### src/rtl/parallel_serial_tx.sv
// Byte stream to MSB-first serial line with COM idle fill and preamble.
// Optional BYTE_CNT output enabled by PARALLEL_SERIAL_TX_BYTE_CNT_EN.
module parallel_serial_tx #(
  parameter logic [7:0]  COM_SYMBOL = 8'hBC,
  parameter int unsigned MIN_COM    = 4
) (
  input  logic        CLK,
  input  logic        RESET,
  input  logic [7:0]  DATA_IN,
  input  logic        VALID_IN,
  output logic        READY,
  output logic        DATA_OUT,
`ifdef PARALLEL_SERIAL_TX_BYTE_CNT_EN
  output logic        LINK_UP,
  output logic [15:0] BYTE_CNT
`else
  output logic        LINK_UP
`endif
);

  typedef enum logic [1:0] {
    INIT = 2'd0,
    RUN  = 2'd1
  } state_t;

  state_t     state, state_nx;
  logic [7:0] sr, sr_nx;
  logic [2:0] bc, bc_nx;
  logic [7:0] hold, hold_nx;
  logic       hfull, hfull_nx;
  logic [7:0] pc, pc_nx;
  logic       link, link_nx;
  logic       ready;
  logic       load_hold;

  assign DATA_OUT = sr[7];
  assign READY    = ready;
  assign LINK_UP  = link;

  always_ff @(posedge CLK or posedge RESET) begin
    if (RESET) begin
      state <= INIT;
      sr    <= COM_SYMBOL;
      bc    <= 3'd0;
      hold  <= 8'd0;
      hfull <= 1'b0;
      pc    <= 8'd0;
      link  <= 1'b0;
      ready <= 1'b1;
    end else begin
      state <= state_nx;
      sr    <= sr_nx;
      bc    <= bc_nx;
      hold  <= hold_nx;
      hfull <= hfull_nx;
      pc    <= pc_nx;
      link  <= link_nx;
      ready <= ~hfull_nx;
    end
  end

  always_comb begin
    state_nx  = state;
    sr_nx     = {sr[6:0], 1'b0};
    bc_nx     = bc + 3'd1;
    hold_nx   = hold;
    hfull_nx  = hfull;
    pc_nx     = pc;
    link_nx   = link;
    load_hold = 1'b0;
    if (VALID_IN && ready) begin
      hold_nx  = DATA_IN;
      hfull_nx = 1'b1;
    end
    if (bc == 3'd7) begin
      sr_nx = COM_SYMBOL;
      unique case (state)
        INIT: begin
          pc_nx = pc + 8'd1;
          // the preamble is exactly MIN_COM symbols: payload may follow it
          if (pc == 8'(MIN_COM - 1)) begin
            state_nx  = RUN;
            link_nx   = 1'b1;
            load_hold = hfull;
          end
        end
        RUN:     load_hold = hfull;
        default: state_nx  = INIT;
      endcase
      if (load_hold) begin
        sr_nx    = hold;
        hfull_nx = 1'b0;
      end
    end
  end

`ifdef PARALLEL_SERIAL_TX_BYTE_CNT_EN
  logic [15:0] byte_cnt;

  always_ff @(posedge CLK or posedge RESET) begin
    if (RESET)          byte_cnt <= 16'd0;
    else if (load_hold) byte_cnt <= byte_cnt + 16'd1;
  end

  assign BYTE_CNT = byte_cnt;
`endif

endmodule
### config.mk
export PLATFORM = sky130hd
export DESIGN_NAME = parallel_serial_tx
export DESIGN_NICKNAME = d
export VERILOG_FILES = /design/src/rtl/parallel_serial_tx.sv
export SDC_FILE = /design/constraint.sdc
export NUM_CORES = 1
export LEC_CHECK = 0
export CORE_UTILIZATION = 53
export DETAILED_ROUTE_END_ITERATION = 8
export GPL_TIMING_DRIVEN = 0
export PLACE_DENSITY = 0.81
export SYNTH_ARGS = -nofsm -noshare
export SYNTH_HDL_FRONTEND = slang
export SYNTH_SLANG_ARGS = --single-unit
### constraint.sdc
create_clock -name CLK -period 1.6 [get_ports CLK]
set_input_delay 0.16 -clock CLK [delete_from_list [all_inputs] [get_ports CLK]]
set_output_delay 0.16 -clock CLK [all_outputs]
set_load 0.01 [all_outputs]
==> results of run 1 <==
==> how the worst max path moves through the flow <==
| stage | from | end | slack [ns] | depth (start not counted) |
|---|---|---|---|---|
| after global routing | READY$_DFF_PP1_ | READY | 0.01 | 1 |
| after CTS | pc[0]$_DFFE_PP0P_ | sr[4]$_DFF_PP1_ | 0.03 | 4 |
| after global placement | pc[0]$_DFFE_PP0P_ | sr[2]$_DFF_PP1_ | 0.02 | 4 |
| after detailed placement | pc[0]$_DFFE_PP0P_ | sr[2]$_DFF_PP1_ | -0.006 | 4 |
| final | READY$_DFF_PP1_ | READY | 0.07 | 1 |
| after floorplan | bc[0]$_DFF_PP0_ | pc[1]$_DFFE_PP0P_ | 0.19 | 4 |
==> per-layer routing <==
layer / vias to the layer above / GRT usage [%] / part of all wire (%) / wire length (µm)
li1: 350 / - / - / -
met1: 369 / 26.25 / 47 / 887
met2: 15 / 25.78 / 48 / 911
met3: 3 / 6.481 / 4.0 / 76
met4: 0 / 7.143 / 1.0 / 19
met5: - / 0 / 0 / 0
==> state kept, by name, summed over array words and instances, names as in the netlist <==
name     flops
sr           8
pc           8
bc           3
hold         8
state        1
READY        1
hfull        1
LINK_UP      1
==> per-stage QoR <==
step | worst slack [ns] | utilization [%] | setup TNS (ns) | cell area [µm²]
after global placement | 0.02211 | 63.39 | 0 | 1389
after floorplan | 0.1895 | - | 0 | 1224
after CTS | 0.02960 | 65.96 | 0 | 1445
after detailed placement | -0.006090 | 63.39 | -0.01249 | 1389
after global routing | 0.01389 | 67.50 | 0 | 1479
final | 0.06836 | 67.50 | 0 | 1479
==> timing repair <==
action / CTS / global route
buffers inserted: 0 / 3
resized for setup: 1 / 3
endpoints found under the setup margin: 4 / 12
hold endpoints to repair: 0 / 0
==> cell families (layout without fill, tap and decap cells) <==
family          after synthesis  count (layout)  synth area share, %
flops                        31              31                64.01
simple gates                 16              16                9.305
compound gates               12              12                8.488
mux                           9               9                8.282
xor+xnor                      7               7                5.010
buf+inv                       6              30                1.840
fa+ha+maj                     3               3                3.068
==> synthesized netlist by cell type <==
master | count | share of area, %
a21oi_2 | 1 | 0.72
a31o_2 | 2 | 1.4
and3_1 | 1 | 0.51
and4b_1 | 1 | 0.82
clkbuf_1 | 1 | 0.31
dfrtp_1 | 25 | 51
dfstp_2 | 6 | 13
ha_1 | 3 | 3.1
inv_1 | 5 | 1.5
mux2_2 | 9 | 8.3
nand2_1 | 4 | 1.2
nand3_1 | 2 | 0.82
nand4_1 | 4 | 2.0
nor2b_1 | 1 | 0.51
nor3b_1 | 1 | 0.61
nor3b_2 | 1 | 1.0
nor4_4 | 1 | 1.7
o22a_1 | 1 | 0.72
o22ai_1 | 3 | 1.5
o32a_1 | 5 | 4.1
xnor2_1 | 6 | 4.3
xor2_1 | 1 | 0.72
==> report_power, final <==
group	internal (µW)	total, µW	switching [µW]	leakage [µW]
sequential	992	1060	73.0	0.000365
clock	171	415	244	0.0000293
combinational	170	261	91.5	0.000243
==> area by class of cell <==
class | count | area share [%]
flip-flops and latches | 31 | 53.05
well taps | 28 | 2.369
clock buffers | 7 | 3.046
inverters | 5 | 1.269
multi-input cells | 47 | 29.36
plain buffers | 1 | 0.2538
repair buffers | 16 | 10.32
clock inverters | 1 | 0.3384
==> metrics.txt, run 1 <==
status completed; hold buffer count at cts 0; CP endpoint kind primary output; fraction of layout cells with a size suffix above 1 28.70%; Clk pin slew, worst setup/hold paths 0.10 ns; clk_skew 0.01123 ns; Final GP Congestion 0.8047; crit start category register; fin crit period 1.532 ns; Clock Tree Root clkbuf_4; diodes inserted 0; CTS tree built; post-route insts no fill 136; Max Slew Vio Count 0; total CTS buffers 5; Initial Util 55.85%; R2R setup slack 0.10 ns; Min-Delay Path Class in2async; row count 17; final WL 1895 µm; Layout fillers 151; Crit Path Class reg2out; Clock Latency Late Sink 0.32 ns; CTS Sinks 31; pwr/cell area 1178 nW/µm²; most frequent cells in the layout dfrtp_1 (24), clkdlybuf4s50_1 (13), mux2_2 (9), dfstp_2 (6), xnor2_1 (6); Max Fclk 652.9 MHz; DRT iter0 DRCs 12; Port Buf Inserts 13; final setup vio count 0; CP required 1.44 ns; CP Cell Sequence clkdlybuf4s50_1; Final Hold Viols 0; Overflow after GRT 0; MaxCap Viol Count 0; clock buffer depth 2; FF-to-FF Start pc[1]$_DFFE_PP0P_; Lkg Pwr 0.0006374 µW; Peak VDD IR 1.114 mV; vias in the first global route 701; initial antenna violation count 0; IO Count 14; final net count 121; area of the die 2505 µm²; Core Area 2191 µm²; Design Power 1741 µW; critical path peak fanout 2; H-tree Lvls 2; RSZ-0062 raised after global routing false; commonest non-fill, non-tap cell in the layout dfrtp_1; pin count of the biggest net entering global routing 32; vias per std cell 5.419; slew at the pin with the worst max-slew slack 1.111 ns; crit path max-delay cell type dfstp_2; placed insts 125; Syn Nets 98; wire per inst 13.93 µm; period utilisation layout 95.73%; Final ANT Viol Nets 0; Global Route Usage Sum 18.46%; worst hold margin 0.4142 ns; die height 50.05 µm; post-DP HPWL 1268 µm; # DRC 0; register area 784.5 µm²; delay-heaviest family, CP flip-flops; average size of a mapped cell 14.57 µm²; WP buf/inv 1; drt first pass iters 4; Area Growth Syn to Fin 20.86%; Synth cell types 22; cells after synthesis 84; Synth Cell Area 1224 µm²; Seq cells post-synth 31; Max-Slew Margin vs Limit 25.88%; Die W 50.05 µm; RR Endpoint sr[4]$_DFF_PP1_; Critical Path AT 1.37 ns; first-pass GRT wire length 3332 µm; multi-input logic area 434.2 µm²; max incr delay on CP 0.53 ns; Vias 737; yosys warns 0; sequential area share after synthesis 64.01%; R2R depth 4
Power figures use the tool's default switching activity.
==> inputs of run 2 (changes only) <==
==> constraint.sdc (replaced) <==
create_clock -name CLK -period 1.6 [get_ports CLK]
set_input_delay 0.16 -clock CLK [delete_from_list [all_inputs] [get_ports CLK]]
set_output_delay 0.16 -clock CLK [all_outputs]
set_load 0.02 [all_outputs]
==> metrics.txt, run 2 (same netlist as run 1, synthesis figures left out) <==
status completed; Vias 738; clk_skew 0.01123 ns; die height 50.05 µm; post-route insts no fill 136; MaxCap Viol Count 0; Clock Tree Root clkbuf_4; Die W 50.05 µm; Area Growth Syn to Fin 20.96%; # DRC 0; post-route cell area 1480 µm²; vias per std cell 5.426; vias in the first global route 701; Min-Delay Path Class in2async; Layout fillers 151; CP endpoint kind register; CTS Sinks 31; post-DP HPWL 1268 µm; Core Area 2191 µm²; crit path max-delay cell type dfrtp_1; Initial Util 55.85%; area of the die 2505 µm²; CP Cell Sequence ha_1, nor3b_4, a21oi_4, o32a_1; crit start category register; fraction of layout cells with a size suffix above 1 28.70%; placed cell area 1389 µm²; commonest non-fill, non-tap cell in the layout dfrtp_1; H-tree Lvls 2; total CTS buffers 5; Max-Slew Margin vs Limit 25.94%; Clock Latency Late Sink 0.32 ns; placed insts 125; Final ANT Viol Nets 0; Lkg Pwr 0.0006497 µW; CTS tree built; Final Hold Viols 0; diodes inserted 0; Max Slew Vio Count 0; pwr/cell area 1181 nW/µm²; drt first pass iters 4; Overflow after GRT 0; Crit Path Class reg2reg; Design Power 1748 µW; pin count of the biggest net entering global routing 32; Critical Path AT 1.75 ns; Final GP Congestion 0.8047; fin crit period 1.504 ns; Port Buf Inserts 13; Peak VDD IR 1.114 mV; max incr delay on CP 0.42 ns; first-pass GRT wire length 3332 µm; Largest regs hold: 8 flops, pc: 8 flops, sr: 8 flops; clock buffer depth 2; IO Count 14; DRT iter0 DRCs 12; delay-heaviest family, CP compound AO/OA/AOI/OAI gates; Global Route Usage Sum 18.46%; wire per inst 13.95 µm; Clk pin slew, worst setup/hold paths 0.10 ns; critical path peak fanout 10; final net count 121; period utilisation layout 94.02%; Max Fclk 664.8 MHz; RSZ-0062 raised after global routing false; final setup vio count 0; register area 784.5 µm²; CP required 1.85 ns; initial antenna violation count 0; WP buf/inv 0; final WL 1897 µm; worst hold margin 0.4139 ns; row count 17; slew at the pin with the worst max-slew slack 1.110 ns; multi-input logic area 434.2 µm²; most frequent cells in the layout dfrtp_1 (24), clkdlybuf4s50_1 (11), mux2_2 (9), dfstp_2 (6), xnor2_1 (6); hold buffer count at cts 0
==> run 2: final cells by class <==
| cell class | count | share of cell area [%] |
|---|---|---|
| plain buffers | 1 | 0.2536 |
| well taps | 28 | 2.367 |
| multi-input cells | 47 | 29.33 |
| repair buffers | 16 | 10.40 |
| clock buffers | 7 | 3.043 |
| clock inverters | 1 | 0.3381 |
| inverters | 5 | 1.268 |
| flip-flops and latches | 31 | 53.00 |
==> run 2: metrics by stage <==
stage | setup TNS, ns | util (%) | setup WS [ns]
final | 0 | 67.56 | 0.09568
after global routing | 0 | 67.56 | 0.01916
after CTS | 0 | 65.91 | 0.0006354
after detailed placement | -0.01249 | 63.39 | -0.006090
after global placement | 0 | 63.39 | 0.02211
after floorplan | 0 | - | 0.1895
==> run 2: per-layer routing <==
layer,share of wire [%],global-route usage [%],wire [µm]
met2,48,25.78,914
met5,0,0,0
met4,1.0,7.143,19
met1,47,26.25,884
met3,4.2,6.481,79
==> run 2: path summary, 6_finish.rpt <==
kind,startpoint,to,slack [ns],cells after the start
max,pc[1]$_DFFE_PP0P_,sr[4]$_DFF_PP1_,0.1,4
min,RESET,pc[7]$_DFFE_PP0P_,0.41,2
max reg2reg,pc[1]$_DFFE_PP0P_,sr[4]$_DFF_PP1_,0.1,4
min reg2reg,bc[0]$_DFF_PP0_,bc[0]$_DFF_PP0_,0.44,1
max in group asynchronous,RESET,pc[0]$_DFFE_PP0P_,0.44,2
min in group CLK,bc[0]$_DFF_PP0_,bc[0]$_DFF_PP0_,0.44,1
==> run 2: where the power goes <==
group	total [µW]	leakage [µW]	internal [µW]	switching (µW)
combinational	269	0.000255	163	106
clock	415	0.0000293	171	244
sequential	1060	0.000365	992	72.3
total	1750	0.000650	1330	422
==> run 2: repair_timing <==
| item | in CTS | in global routing |
|---|---|---|
| setup endpoints to repair | 5 | 13 |
| gates resized for setup | 2 | 4 |
| setup buffers | 0 | 3 |
